## config.mk

```make
export PLATFORM = sky130hd
export DESIGN_NAME = branch_fetch_sequencer_flat
export DESIGN_NICKNAME = d
export VERILOG_FILES = /design/src/rtl/branch_fetch_sequencer_if.sv /design/src/rtl/branch_fetch_sequencer.sv /design/src/flat_wrapper.sv
export SDC_FILE = /design/constraint.sdc
export NUM_CORES = 1
export LEC_CHECK = 0
export BUFFER_PORTS_ARGS = -buffer_cell sky130_fd_sc_hd__buf_2
export CAP_MARGIN = 20
export CORE_MARGIN = 3
export CORE_UTILIZATION = 45
export CTS_BUF_LIST = sky130_fd_sc_hd__clkbuf_4 sky130_fd_sc_hd__clkbuf_8
export DETAILED_ROUTE_END_ITERATION = 10
export GPL_TIMING_DRIVEN = 0
export PLACE_DENSITY = 0.63
export SLEW_MARGIN = 20
export SYNTH_ARGS = -nofsm -noshare
export SYNTH_HDL_FRONTEND = slang
export SYNTH_SLANG_ARGS = --single-unit
```

## constraint.sdc

```tcl
create_clock -name clk -period 5.73 [get_ports clk]
set_clock_uncertainty 0.15 [all_clocks]
set_input_delay 0.8595 -clock clk [delete_from_list [all_inputs] [get_ports clk]]
set_output_delay 0.8595 -clock clk [all_outputs]
set_load 0.02 [all_outputs]
```

## src/rtl/branch_fetch_sequencer_if.sv

```systemverilog
`default_nettype none
// ============================================================================
//  Module      : branch_fetch_sequencer_if
//  Description : Bundle between the fetch stage and the branch fetch
//                sequencer.
//                  ir_f, ir_f_valid - instruction currently in fetch
//                  ex_valid         - held branch is in EX this cycle
//                  br_taken         - EX comparator result
//                  pipe_stall       - global stall, freezes the sequencer
//                  pc               - fetch address (registered)
//                  fetch_hold       - fetch must not advance (bubble)
//                  flush_f          - clear IF/ID this cycle
//                  branch_busy      - branch awaiting resolution
//                  taken_cnt        - saturating taken-branch count
//                  wd_err           - sticky watchdog-expired flag
//                Modports: slave = sequencer side, master = pipeline side.
//  Revision    : 1.0 - initial release
// ============================================================================
interface branch_fetch_sequencer_if;
    logic [31:0] ir_f;
    logic        ir_f_valid;
    logic        ex_valid;
    logic        br_taken;
    logic        pipe_stall;
    logic [31:0] pc;
    logic        fetch_hold;
    logic        flush_f;
    logic        branch_busy;
    logic [15:0] taken_cnt;
    logic        wd_err;

    modport slave (
        input  ir_f, ir_f_valid, ex_valid, br_taken, pipe_stall,
        output pc, fetch_hold, flush_f, branch_busy, taken_cnt, wd_err
    );

    modport master (
        output ir_f, ir_f_valid, ex_valid, br_taken, pipe_stall,
        input  pc, fetch_hold, flush_f, branch_busy, taken_cnt, wd_err
    );
endinterface
`default_nettype wire

```

## src/rtl/branch_fetch_sequencer.sv

```systemverilog
`default_nettype none
// ============================================================================
//  Module      : branch_fetch_sequencer
//  Description : Owns the fetch PC. A fetched conditional branch (opcodes
//                0x04..0x07) parks fetch at the fall-through address until
//                the EX comparator resolves it, then redirects the PC and
//                flushes IF/ID for one cycle. A watchdog forces not-taken if
//                resolution never arrives. No delay slots.
//  Ports       : clk   - system clock, rising edge
//                reset - synchronous, active-high
//                bus   - branch_fetch_sequencer_if.slave
//  Revision    : 1.0 - initial release
// ============================================================================
module branch_fetch_sequencer #(
    parameter logic [31:0] RESET_PC   = 32'h0000_0000,
    parameter int          WAIT_LIMIT = 15
) (
    input  wire logic                     clk,
    input  wire logic                     reset,
    branch_fetch_sequencer_if.slave       bus
);

    localparam logic [1:0] c_IDLE     = 2'd0;
    localparam logic [1:0] c_WAIT     = 2'd1;
    localparam logic [1:0] c_REDIRECT = 2'd2;

    // wait_cnt value on which the watchdog fires (WAIT_LIMIT cycles in WAIT)
    localparam logic [7:0] c_WAIT_LAST = 8'(WAIT_LIMIT - 1);

    logic [1:0]  r_state;
    logic [31:0] r_pc;
    logic [31:0] r_target;
    logic [7:0]  r_wait_cnt;
    logic [15:0] r_taken_cnt;
    logic        r_wd_err;

    logic [31:0] w_pc_plus4;
    logic [31:0] w_offset;
    logic        w_is_branch;

    assign w_pc_plus4  = r_pc + 32'd4;
    assign w_offset    = {{14{bus.ir_f[15]}}, bus.ir_f[15:0], 2'b00};
    // opcodes 000100..000111 share the upper four bits 0001
    assign w_is_branch = (bus.ir_f[31:28] == 4'b0001);

    // register fields of the branch are irrelevant to sequencing
    logic w_unused;
    assign w_unused = &{1'b0, bus.ir_f[25:16]};

    always_ff @(posedge clk) begin
        if (reset) begin
            r_state     <= c_IDLE;
            r_pc        <= RESET_PC;
            r_target    <= 32'd0;
            r_wait_cnt  <= 8'd0;
            r_taken_cnt <= 16'd0;
            r_wd_err    <= 1'b0;
        end else if (!bus.pipe_stall) begin
            case (r_state)
                c_IDLE: begin
                    if (bus.ir_f_valid) begin
                        r_pc <= w_pc_plus4;
                        if (w_is_branch) begin
                            r_target   <= w_pc_plus4 + w_offset;
                            r_wait_cnt <= 8'd0;
                            r_state    <= c_WAIT;
                        end
                    end
                end
                c_WAIT: begin
                    // ex_valid has priority over a coincident watchdog expiry
                    if (bus.ex_valid) begin
                        if (bus.br_taken) begin
                            r_pc <= r_target;
                            if (r_taken_cnt != 16'hFFFF)
                                r_taken_cnt <= r_taken_cnt + 16'd1;
                        end
                        r_state <= c_REDIRECT;
                    end else if (r_wait_cnt == c_WAIT_LAST) begin
                        // pc already holds the fall-through: not-taken
                        r_wd_err <= 1'b1;
                        r_state  <= c_REDIRECT;
                    end else begin
                        r_wait_cnt <= r_wait_cnt + 8'd1;
                    end
                end
                c_REDIRECT: begin
                    r_state <= c_IDLE;
                end
                default: begin
                    r_state <= c_IDLE;
                end
            endcase
        end
    end

    assign bus.pc          = r_pc;
    assign bus.fetch_hold  = (r_state != c_IDLE);
    assign bus.flush_f     = (r_state == c_REDIRECT);
    assign bus.branch_busy = (r_state == c_WAIT);
    assign bus.taken_cnt   = r_taken_cnt;
    assign bus.wd_err      = r_wd_err;

endmodule
`default_nettype wire

```

## src/flat_wrapper.sv

```systemverilog
// flat-port wrapper written by rule: the top's interface ports become plain ports
module branch_fetch_sequencer_flat 
#(
    parameter logic [31:0] RESET_PC   = 32'h0000_0000,
    parameter int          WAIT_LIMIT = 15
)
  (clk, reset, bus_ir_f, bus_ir_f_valid, bus_ex_valid, bus_br_taken, bus_pipe_stall, bus_pc, bus_fetch_hold, bus_flush_f, bus_branch_busy, bus_taken_cnt, bus_wd_err);
  branch_fetch_sequencer_if bus_i ();
  input  wire logic clk;
  input  wire logic reset;
  input wire logic [$bits(bus_i.ir_f)-1:0] bus_ir_f;
  input wire logic [$bits(bus_i.ir_f_valid)-1:0] bus_ir_f_valid;
  input wire logic [$bits(bus_i.ex_valid)-1:0] bus_ex_valid;
  input wire logic [$bits(bus_i.br_taken)-1:0] bus_br_taken;
  input wire logic [$bits(bus_i.pipe_stall)-1:0] bus_pipe_stall;
  output wire logic [$bits(bus_i.pc)-1:0] bus_pc;
  output wire logic [$bits(bus_i.fetch_hold)-1:0] bus_fetch_hold;
  output wire logic [$bits(bus_i.flush_f)-1:0] bus_flush_f;
  output wire logic [$bits(bus_i.branch_busy)-1:0] bus_branch_busy;
  output wire logic [$bits(bus_i.taken_cnt)-1:0] bus_taken_cnt;
  output wire logic [$bits(bus_i.wd_err)-1:0] bus_wd_err;
  assign bus_i.ir_f = bus_ir_f;
  assign bus_i.ir_f_valid = bus_ir_f_valid;
  assign bus_i.ex_valid = bus_ex_valid;
  assign bus_i.br_taken = bus_br_taken;
  assign bus_i.pipe_stall = bus_pipe_stall;
  assign bus_pc = bus_i.pc;
  assign bus_fetch_hold = bus_i.fetch_hold;
  assign bus_flush_f = bus_i.flush_f;
  assign bus_branch_busy = bus_i.branch_busy;
  assign bus_taken_cnt = bus_i.taken_cnt;
  assign bus_wd_err = bus_i.wd_err;
  branch_fetch_sequencer #(.RESET_PC(RESET_PC), .WAIT_LIMIT(WAIT_LIMIT)) u_core (.clk(clk), .reset(reset), .bus(bus_i));
endmodule
```

==> summary.md, run 1 <==
| Metric | Value |
|---|---|
| Outcome | finished clean |
| Synth Area per Inst | 7.68 um^2 |
| CTS Buffer Depth | 2 |
| Number of global-route vias before repair | 5,629 |
| Worst R2R Path Depth | 17 |
| # placed instances | 1,028 |
| Mean routed wirelength per cell | 17.7 um |
| Internal power | 832 uW |
| Pwr Total | 1.17 mW |
| Fin crit period | 4.94 ns |
| Hold Crit Depth | 2 |
| Core area | 12,800 um^2 |
| GR Layer Usage met1 | 34.7% |
| Max Cap Viol | 0 |
| All-Layer GR Usage | 25.6% |
| GP Congestion | 0.974 |
| Root Buffer | clkbuf_8 |
| Commonest cells after routing, fill and taps aside | 118 x nor2_1, 91 x nand2_1, 91 x dfxtp_1 |
| Flop pwr share | 54.5% |
| Initial antenna violation count | 0 |
| Crit path max-delay family | simple AND/OR/NAND/NOR gates |
| Top-area cell type share of the netlist area | 30.4% |
| Die Ht | 121 um |
| Tcrit/Tclk final | 86.2% |
| CP startpoint kind | register |
| Crit path from | u_core.bus.pc[2] |
| Initial core utilization | 46.7% |
| Cells after synthesis | 780 |
| Number of buffers and inverters on the critical path | 0 |
| CP cell instances | ha_1 -> nand4_1 -> nor2_1 -> nand3_1 -> nor2_1 -> nand4_1 -> nor3_1 -> xor2_1 -> ha_1 -> a21oi_1 -> o21ai_0 -> a41oi_1 -> a21oi_1 -> a311oi_1 -> o21ai_1 -> xnor2_1 -> a22o_1 |
| RSZ-0062 raised after global routing | false |
| CTS Buf Count | 9 |
| Reg2reg end | u_core.r_target[31] |
| Reg2Reg Setup Slack | 0.79 ns |
| Gate power share | 10.4% |
| Psw | 340 uW |
| DR vias | 5,967 |
| Met2 Use GR | 40.6% |
| Routed WL | 18,500 um |
| Global-route wire length before repair | 29,300 um |
| Peak VDD IR | 0.0000948 V |
| Slew @ Worst Pin | 0.817 ns |
| Iteration-0 DRC Markers | 508 |
| Top_reg_cell synth | dfxtp_1 |
| Largest cells by area after synthesis | dfxtp_1 30%, ha_1 8.4%, nor2_1 7.4% |
| Grt total ovfl | 0 |
| CTS resizes | 0 |
| DRT antenna net count | 0 |
| Post-Syn Nets | 859 |
| Skew-Pair Late Insertion Delay | 0.39 ns |
| GRT busiest layer | met2 |
| Postcts setup bufs | 0 |
| DP Worst Slack | 0.881 ns |
| CP max stage delay | 0.52 ns |
| Pwr dens | 174 nW/um^2 |
| Tightest Hold Check Type | register to register |
| I/O pin cnt | 90 |
| CTS sink count | 91 |
| DP HPWL | 13,700 um |
| Share of cells above drive strength 1 | 12.6% |
| Fin. Hold Viols | 0 |
| Most common cell after layout, fill and taps aside | nor2_1 |
| Met3 global-route usage | 3.68% |
| Ys Warns | 0 |
| Slowest CP cell | nor3_1 |
| WP depth | 17 |
| ANT cells | 0 |
| Leakage power total | 2.96 nW |
| Die area | 14,700 um^2 |
| DR pass1 iterations | 4 |
| PortBufs | 76 |
| Remaining DRCs | 0 |
| # rows | 41 |
| Number of H-tree levels | 3 |
| Worst EP required | 5.88 ns |
| CP arrival | 5.09 ns |
| Fin worst setup slack | 0.790 ns |
| RR Startpoint | u_core.bus.pc[2] |
| Reg clk slew, reported paths | 0.10 ns |
| CTS tree | built |
| Worst setup EP type | register |
| CP max FO | 7 |
| Post-synth EDFFs | 0 |
| Post-synth top area cell | dfxtp_1 |
| Pin count of the biggest net entering global routing | 19 |
| FMAX | 202 MHz |
| Cts hold-fix bufs | 0 |
| CP Capture Point | u_core.r_target[31] |
| Synthesized area | 5990 um^2 |
| #FFs+latches synth | 91 |
| DIE WIDTH | 121 um |
| Headroom to the max-slew limit | 45.5% |
| Final setup viols | 0 |
| Seq/Total Area, Yosys | 30.4% |
| Critical path class | register to register |
| Switch share | 29.0% |
| Yosys cell types | 66 |
| Asr flop ratio synth | 0% |
| Fraction of power consumed by the clock network | 35.1% |
| Drt via density | 5.72 |
| Area growth from synthesis to layout | 12.7% |
| Final TNS setup | 0 ns |
| Post-Layout Cell Count | 1,043 |
| Pins Over Slew Limit | 0 |
| Layout Nets | 946 |
cells in the mapped netlist (3+ instances only):
cell type,count
nor2b_1,5
nand4_1,12
ha_1,40
o21ai_1,5
a22oi_1,10
o21a_1,6
nand2_1,91
clkbuf_1,30
a21o_1,16
buf_1,3
and2_1,6
nor2_1,118
o21ai_0,23
nand3_1,25
a2bb2oi_1,3
a31oi_1,3
and4_1,5
xnor2_1,31
o211ai_1,7
or2_2,3
or3_1,11
dfxtp_1,91
a21oi_1,84
and3_1,12
inv_1,14
a211oi_1,4
a22o_1,9
xor2_1,37
nand2b_1,5
nor3_1,24
mux2i_1,5
tightest hold or removal path, cell delays in order, from the launching register on:
cell     delay, ns
dfxtp_1       0.32
nand2_1       0.05
a21oi_1       0.05
power by group through the flow:
stage / sequential [mW] / clock [mW] / combinational [mW]
3_3_place_gp: 0.653 / 0 / 0.118
6_report: 0.639 / 0.411 / 0.121
2_1_floorplan: 0.654 / 0 / 0.0756
4_1_cts: 0.639 / 0.412 / 0.121
3_5_place_dp: 0.654 / 0 / 0.120
5_1_grt: 0.639 / 0.440 / 0.135
routing by layer:
| metal | vias to the layer above | share of wire [%] |
|---|---|---|
| li1 | 2916 | - |
| met1 | 2801 | 45 |
| met2 | 211 | 46 |
| met3 | 39 | 6.4 |
| met4 | 0 | 3.0 |
| met5 | - | 0 |
state kept, by name (all words and copies together), names as in the netlist:
| signal | count |
|---|---|
| u_core.r_target | 32 |
| u_core.bus.taken_cnt | 16 |
| u_core.r_state | 2 |
| u_core.bus.wd_err | 1 |
| u_core.bus.pc | 32 |
| u_core.r_wait_cnt | 8 |
worst min-delay path by stage:
| stage | endpoint | start | slack, ns |
|---|---|---|---|
| floorplan | u_core.r_target[27] | u_core.r_target[27] | 0.28 |
| global placement | u_core.r_target[27] | u_core.r_target[27] | 0.29 |
| detailed placement | u_core.r_target[27] | u_core.r_target[27] | 0.30 |
| CTS | u_core.r_target[7] | u_core.r_target[7] | 0.31 |
| global route | u_core.r_target[7] | u_core.r_target[7] | 0.32 |
| finish | u_core.r_target[7] | u_core.r_target[7] | 0.31 |
through the flow:
| step | hold slack [ns] | instance area, um^2 | utilization (%) |
|---|---|---|---|
| finish | 0.306 | 6750 | 52.6 |
| global route | 0.324 | 6750 | 52.6 |
| CTS | 0.309 | 6750 | 52.6 |
| detailed placement | 0.297 | 6580 | 51.3 |
| global placement | 0.291 | 6580 | 51.3 |
| floorplan | 0.282 | 5990 | - |
layout make-up:
| class | count | area, um^2 |
|---|---|---|
| Clock buffer | 9 | 124 |
| Buffer | 35 | 136 |
| Inverter | 15 | 56.3 |
| Multi-Input combinational cell | 639 | 3970 |
| Fill cell | 1274 | 6080 |
| Tap cell | 172 | 215 |
| Timing Repair Buffer | 76 | 380 |
| Sequential cell | 91 | 1820 |
| Clock inverter | 6 | 41.3 |
kinds of logic (layout without fill, tap and decap cells):
family / after synthesis / count (layout) / share of synthesized area (%)
xor gates and xnor gates: 69 / 69 / 10.2
AOI/OAI and AO/OA: 194 / 194 / 21.0
buffers and inverters: 50 / 141 / 3.22
adders and majority gates: 41 / 41 / 8.69
DFF: 91 / 91 / 30.4
muxes: 5 / 5 / 0.836
and+or+nand+nor: 330 / 330 / 25.6
Note: power is estimated with default switching activity, not from simulation.
==> inputs of run 2 (changes only) <==
--- a/config.mk
+++ b/config.mk
@@ -12,7 +12,7 @@
 export CTS_BUF_LIST = sky130_fd_sc_hd__clkbuf_4 sky130_fd_sc_hd__clkbuf_8
 export DETAILED_ROUTE_END_ITERATION = 10
 export GPL_TIMING_DRIVEN = 0
-export PLACE_DENSITY = 0.63
+export PLACE_DENSITY = 0.66
 export SLEW_MARGIN = 20
 export SYNTH_ARGS = -nofsm -noshare
 export SYNTH_HDL_FRONTEND = slang
==> constraint.sdc (replaced) <==
create_clock -name clk -period 4.1 [get_ports clk]
set_clock_uncertainty 0.15 [all_clocks]
set_input_delay 0.615 -clock clk [delete_from_list [all_inputs] [get_ports clk]]
set_output_delay 0.615 -clock clk [all_outputs]
set_load 0.02 [all_outputs]
==> summary.md, run 2 (synthesis gave the netlist of run 1 again) <==
| Metric | Value |
|---|---|
| Share of cells above drive strength 1 | 17.1% (+4.5 points) |
| DP HPWL | 13,200 um (-3.1%) |
| Slew @ Worst Pin | 0.894 ns (+0.0770 ns) |
| Design area | 7000 um^2 (+3.7%) |
| CP max stage delay | 0.38 ns (-0.14 ns) |
| CP startpoint kind | register |
| Fin worst setup slack | 0.141 ns (-0.649 ns) |
| Core area | 12,800 um^2 (unchanged) |
| Drt via density | 5.69 (-0.50%) |
| Fin. Hold Viols | 0 (unchanged) |
| HP Start | u_core.r_target[6] |
| Skew-Pair Late Insertion Delay | 0.38 ns (about the same) |
| Final setup viols | 0 (unchanged) |
| Commonest cells after routing, fill and taps aside | 115 x nor2_1, 91 x nand2_1, 82 x a21oi_1 |
| Psw | 480 uW (+41%) |
| Number of H-tree levels | 3 (unchanged) |
| Pins Over Slew Limit | 0 (unchanged) |
| Pwr dens | 238 nW/um^2 (+37%) |
| Pin count of the biggest net entering global routing | 19 (unchanged) |
| DR pass1 iterations | 6 (+2) |
| WP depth | 15 (-2) |
| Remaining DRCs | 0 (unchanged) |
| CP max FO | 7 (unchanged) |
| # rows | 41 (unchanged) |
| Initial antenna violation count | 0 (unchanged) |
| Switch share | 28.8% (-0.24 points) |
| Headroom to the max-slew limit | 40.2% (-5.4 points) |
| CP arrival | 4.10 ns (-0.99 ns) |
| Die area | 14,700 um^2 (unchanged) |
| All-Layer GR Usage | 25.0% (-0.55 points) |
| Initial core utilization | 46.7% (unchanged) |
| Fin crit period | 3.96 ns (-0.981 ns) |
| Number of buffers and inverters on the critical path | 2 (+2) |
| Routed WL | 18,400 um (-0.23%) |
| CTS Buffer Depth | 2 (unchanged) |
| DR vias | 5,994 (+0.45%) |
| Crit path from | u_core.bus.pc[4] |
| Internal power | 1.19 mW (+43%) |
| Worst setup EP type | register |
| Fin Hold WS | 0.308 ns (+0.00165 ns) |
| Gate power share | 10.5% (about the same) |
| # fillers | 1,275 (+0.078%) |
| Worst EP required | 4.24 ns (-1.64 ns) |
| Iteration-0 DRC Markers | 437 (-14%) |
| Tcrit/Tclk final | 96.6% (+10 points) |
| RR Startpoint | u_core.bus.pc[4] |
| DRT antenna net count | 0 (unchanged) |
| Most common cell after layout, fill and taps aside | nor2_1 |
| DIE WIDTH | 121 um (unchanged) |
| Area growth from synthesis to layout | 16.9% |
| GP Congestion | 0.943 (-3.2%) |
| Global-route wire length before repair | 29,000 um (-0.94%) |
| PortBufs | 76 (unchanged) |
| CTS Buf Count | 9 (unchanged) |
| Layout Nets | 955 (+0.95%) |
| Crit path max-delay family | compound AO/OA/AOI/OAI gates |
| Max Cap Viol | 0 (unchanged) |
| Tightest Hold Check Type | register to register |
| Root Buffer | clkbuf_8 |
| Final TNS setup | 0 ns (unchanged) |
| Grt total ovfl | 0 (unchanged) |
| Reg clk slew, reported paths | 0.10 ns (about the same) |
| Worst R2R Path Depth | 15 (-2) |
| CTS tree | built |
| Post-DP Area | 6580 um^2 (unchanged) |
| FMAX | 253 MHz (+25%) |
| Leakage power total | 3.05 nW (+3.3%) |
| Slowest CP cell | a221oi_4 |
| Peak VDD IR | 0.000128 V (+35%) |
| CTS sink count | 91 (unchanged) |
| Flop pwr share | 53.5% (-1.0 points) |
| I/O pin cnt | 90 (unchanged) |
| ANT cells | 0 (unchanged) |
| DP Worst Slack | -0.767 ns (-1.65 ns) |
| Critical path class | register to register |
| Hold Crit Depth | 2 (unchanged) |
| Number of global-route vias before repair | 5,514 (-2.0%) |
| Mean routed wirelength per cell | 17.5 um (-1.2%) |
| Die Ht | 121 um (unchanged) |
| Pwr Total | 1.67 mW (+42%) |
| CP cell instances | buf_4 -> nand3_4 -> nor3_4 -> buf_4 -> xor2_1 -> ha_1 -> a211oi_2 -> o211ai_1 -> a32o_1 -> a221oi_4 -> o21ai_2 -> a221oi_4 -> a21oi_2 -> xor2_1 -> a22o_1 |
| Fraction of power consumed by the clock network | 35.9% (+0.8 points) |
| Outcome | finished clean |
==> run 2: changes by cell type in the layout (fill, tap and decap cells not counted), moves of 3 or more <==
cell / previous run / this run
nor2_1: 118 / 115
ha_1: 40 / 37
dfxtp_1: 91 / 79
dfxtp_2: 0 / 10
buf_4: 1 / 10
nand3_1: 25 / 22
nor2_4: 0 / 3
==> run 2: power by group through the flow <==
stage | logic, mW | registers, mW | clock network (mW)
CTS | 0.172 | 0.894 | 0.600
global route | 0.194 | 0.894 | 0.635
detailed placement | 0.170 | 0.913 | 0
finish | 0.176 | 0.894 | 0.600
global placement | 0.169 | 0.913 | 0
floorplan | 0.106 | 0.914 | 0
==> run 2: area by class of cell <==
type | count | area, um^2 | share of cell area (%)
flip-flops and latches | 91 | 1840 | 26.3
repair buffers | 85 | 448 | 6.40
clock buffers | 10 | 138 | 1.97
multi-input cells | 639 | 4120 | 58.8
plain buffers | 35 | 136 | 1.95
inverters | 15 | 56.3 | 0.804
well taps | 172 | 215 | 3.07
clock inverters | 6 | 47.5 | 0.679
==> run 2: worst paths after layout <==
kind	to	slack, ns
max	u_core.r_target[28]	0.14
min	u_core.r_target[6]	0.31
max reg2reg	u_core.r_target[28]	0.14
min reg2reg	u_core.r_target[6]	0.31
==> run 2: layer usage <==
metal	GRT usage, %	up-vias	wire [um]
met5	0	-	0
met4	5.95	0	325
met3	3.92	32	1410
met2	39.7	241	8400
met1	35.7	2782	8300
li1	-	2939	-
==> run 2: tightest hold or removal path: stages, from the launching register on <==
cell,delay (ns)
dfxtp_1,0.32
nand2_1,0.05
a21oi_1,0.05
==> run 2: repair_timing <==
item / in CTS / in global routing
hold endpoints to repair: 0 / 0
setup endpoints to repair: 8 / 6
gates resized for setup: 17 / 26
pin swaps: 5 / 7
buffers inserted: 5 / 4
hold buffers: 0 / 0
==> run 2: metrics by stage <==
| stage | utilization (%) | cells |
|---|---|---|
| floorplan | - | 780 |
| global placement | 51.3 | 1028 |
| detailed placement | 51.3 | 1028 |
| CTS | 53.6 | 1049 |
| global route | 54.6 | 1053 |
| finish | 54.6 | 1053 |
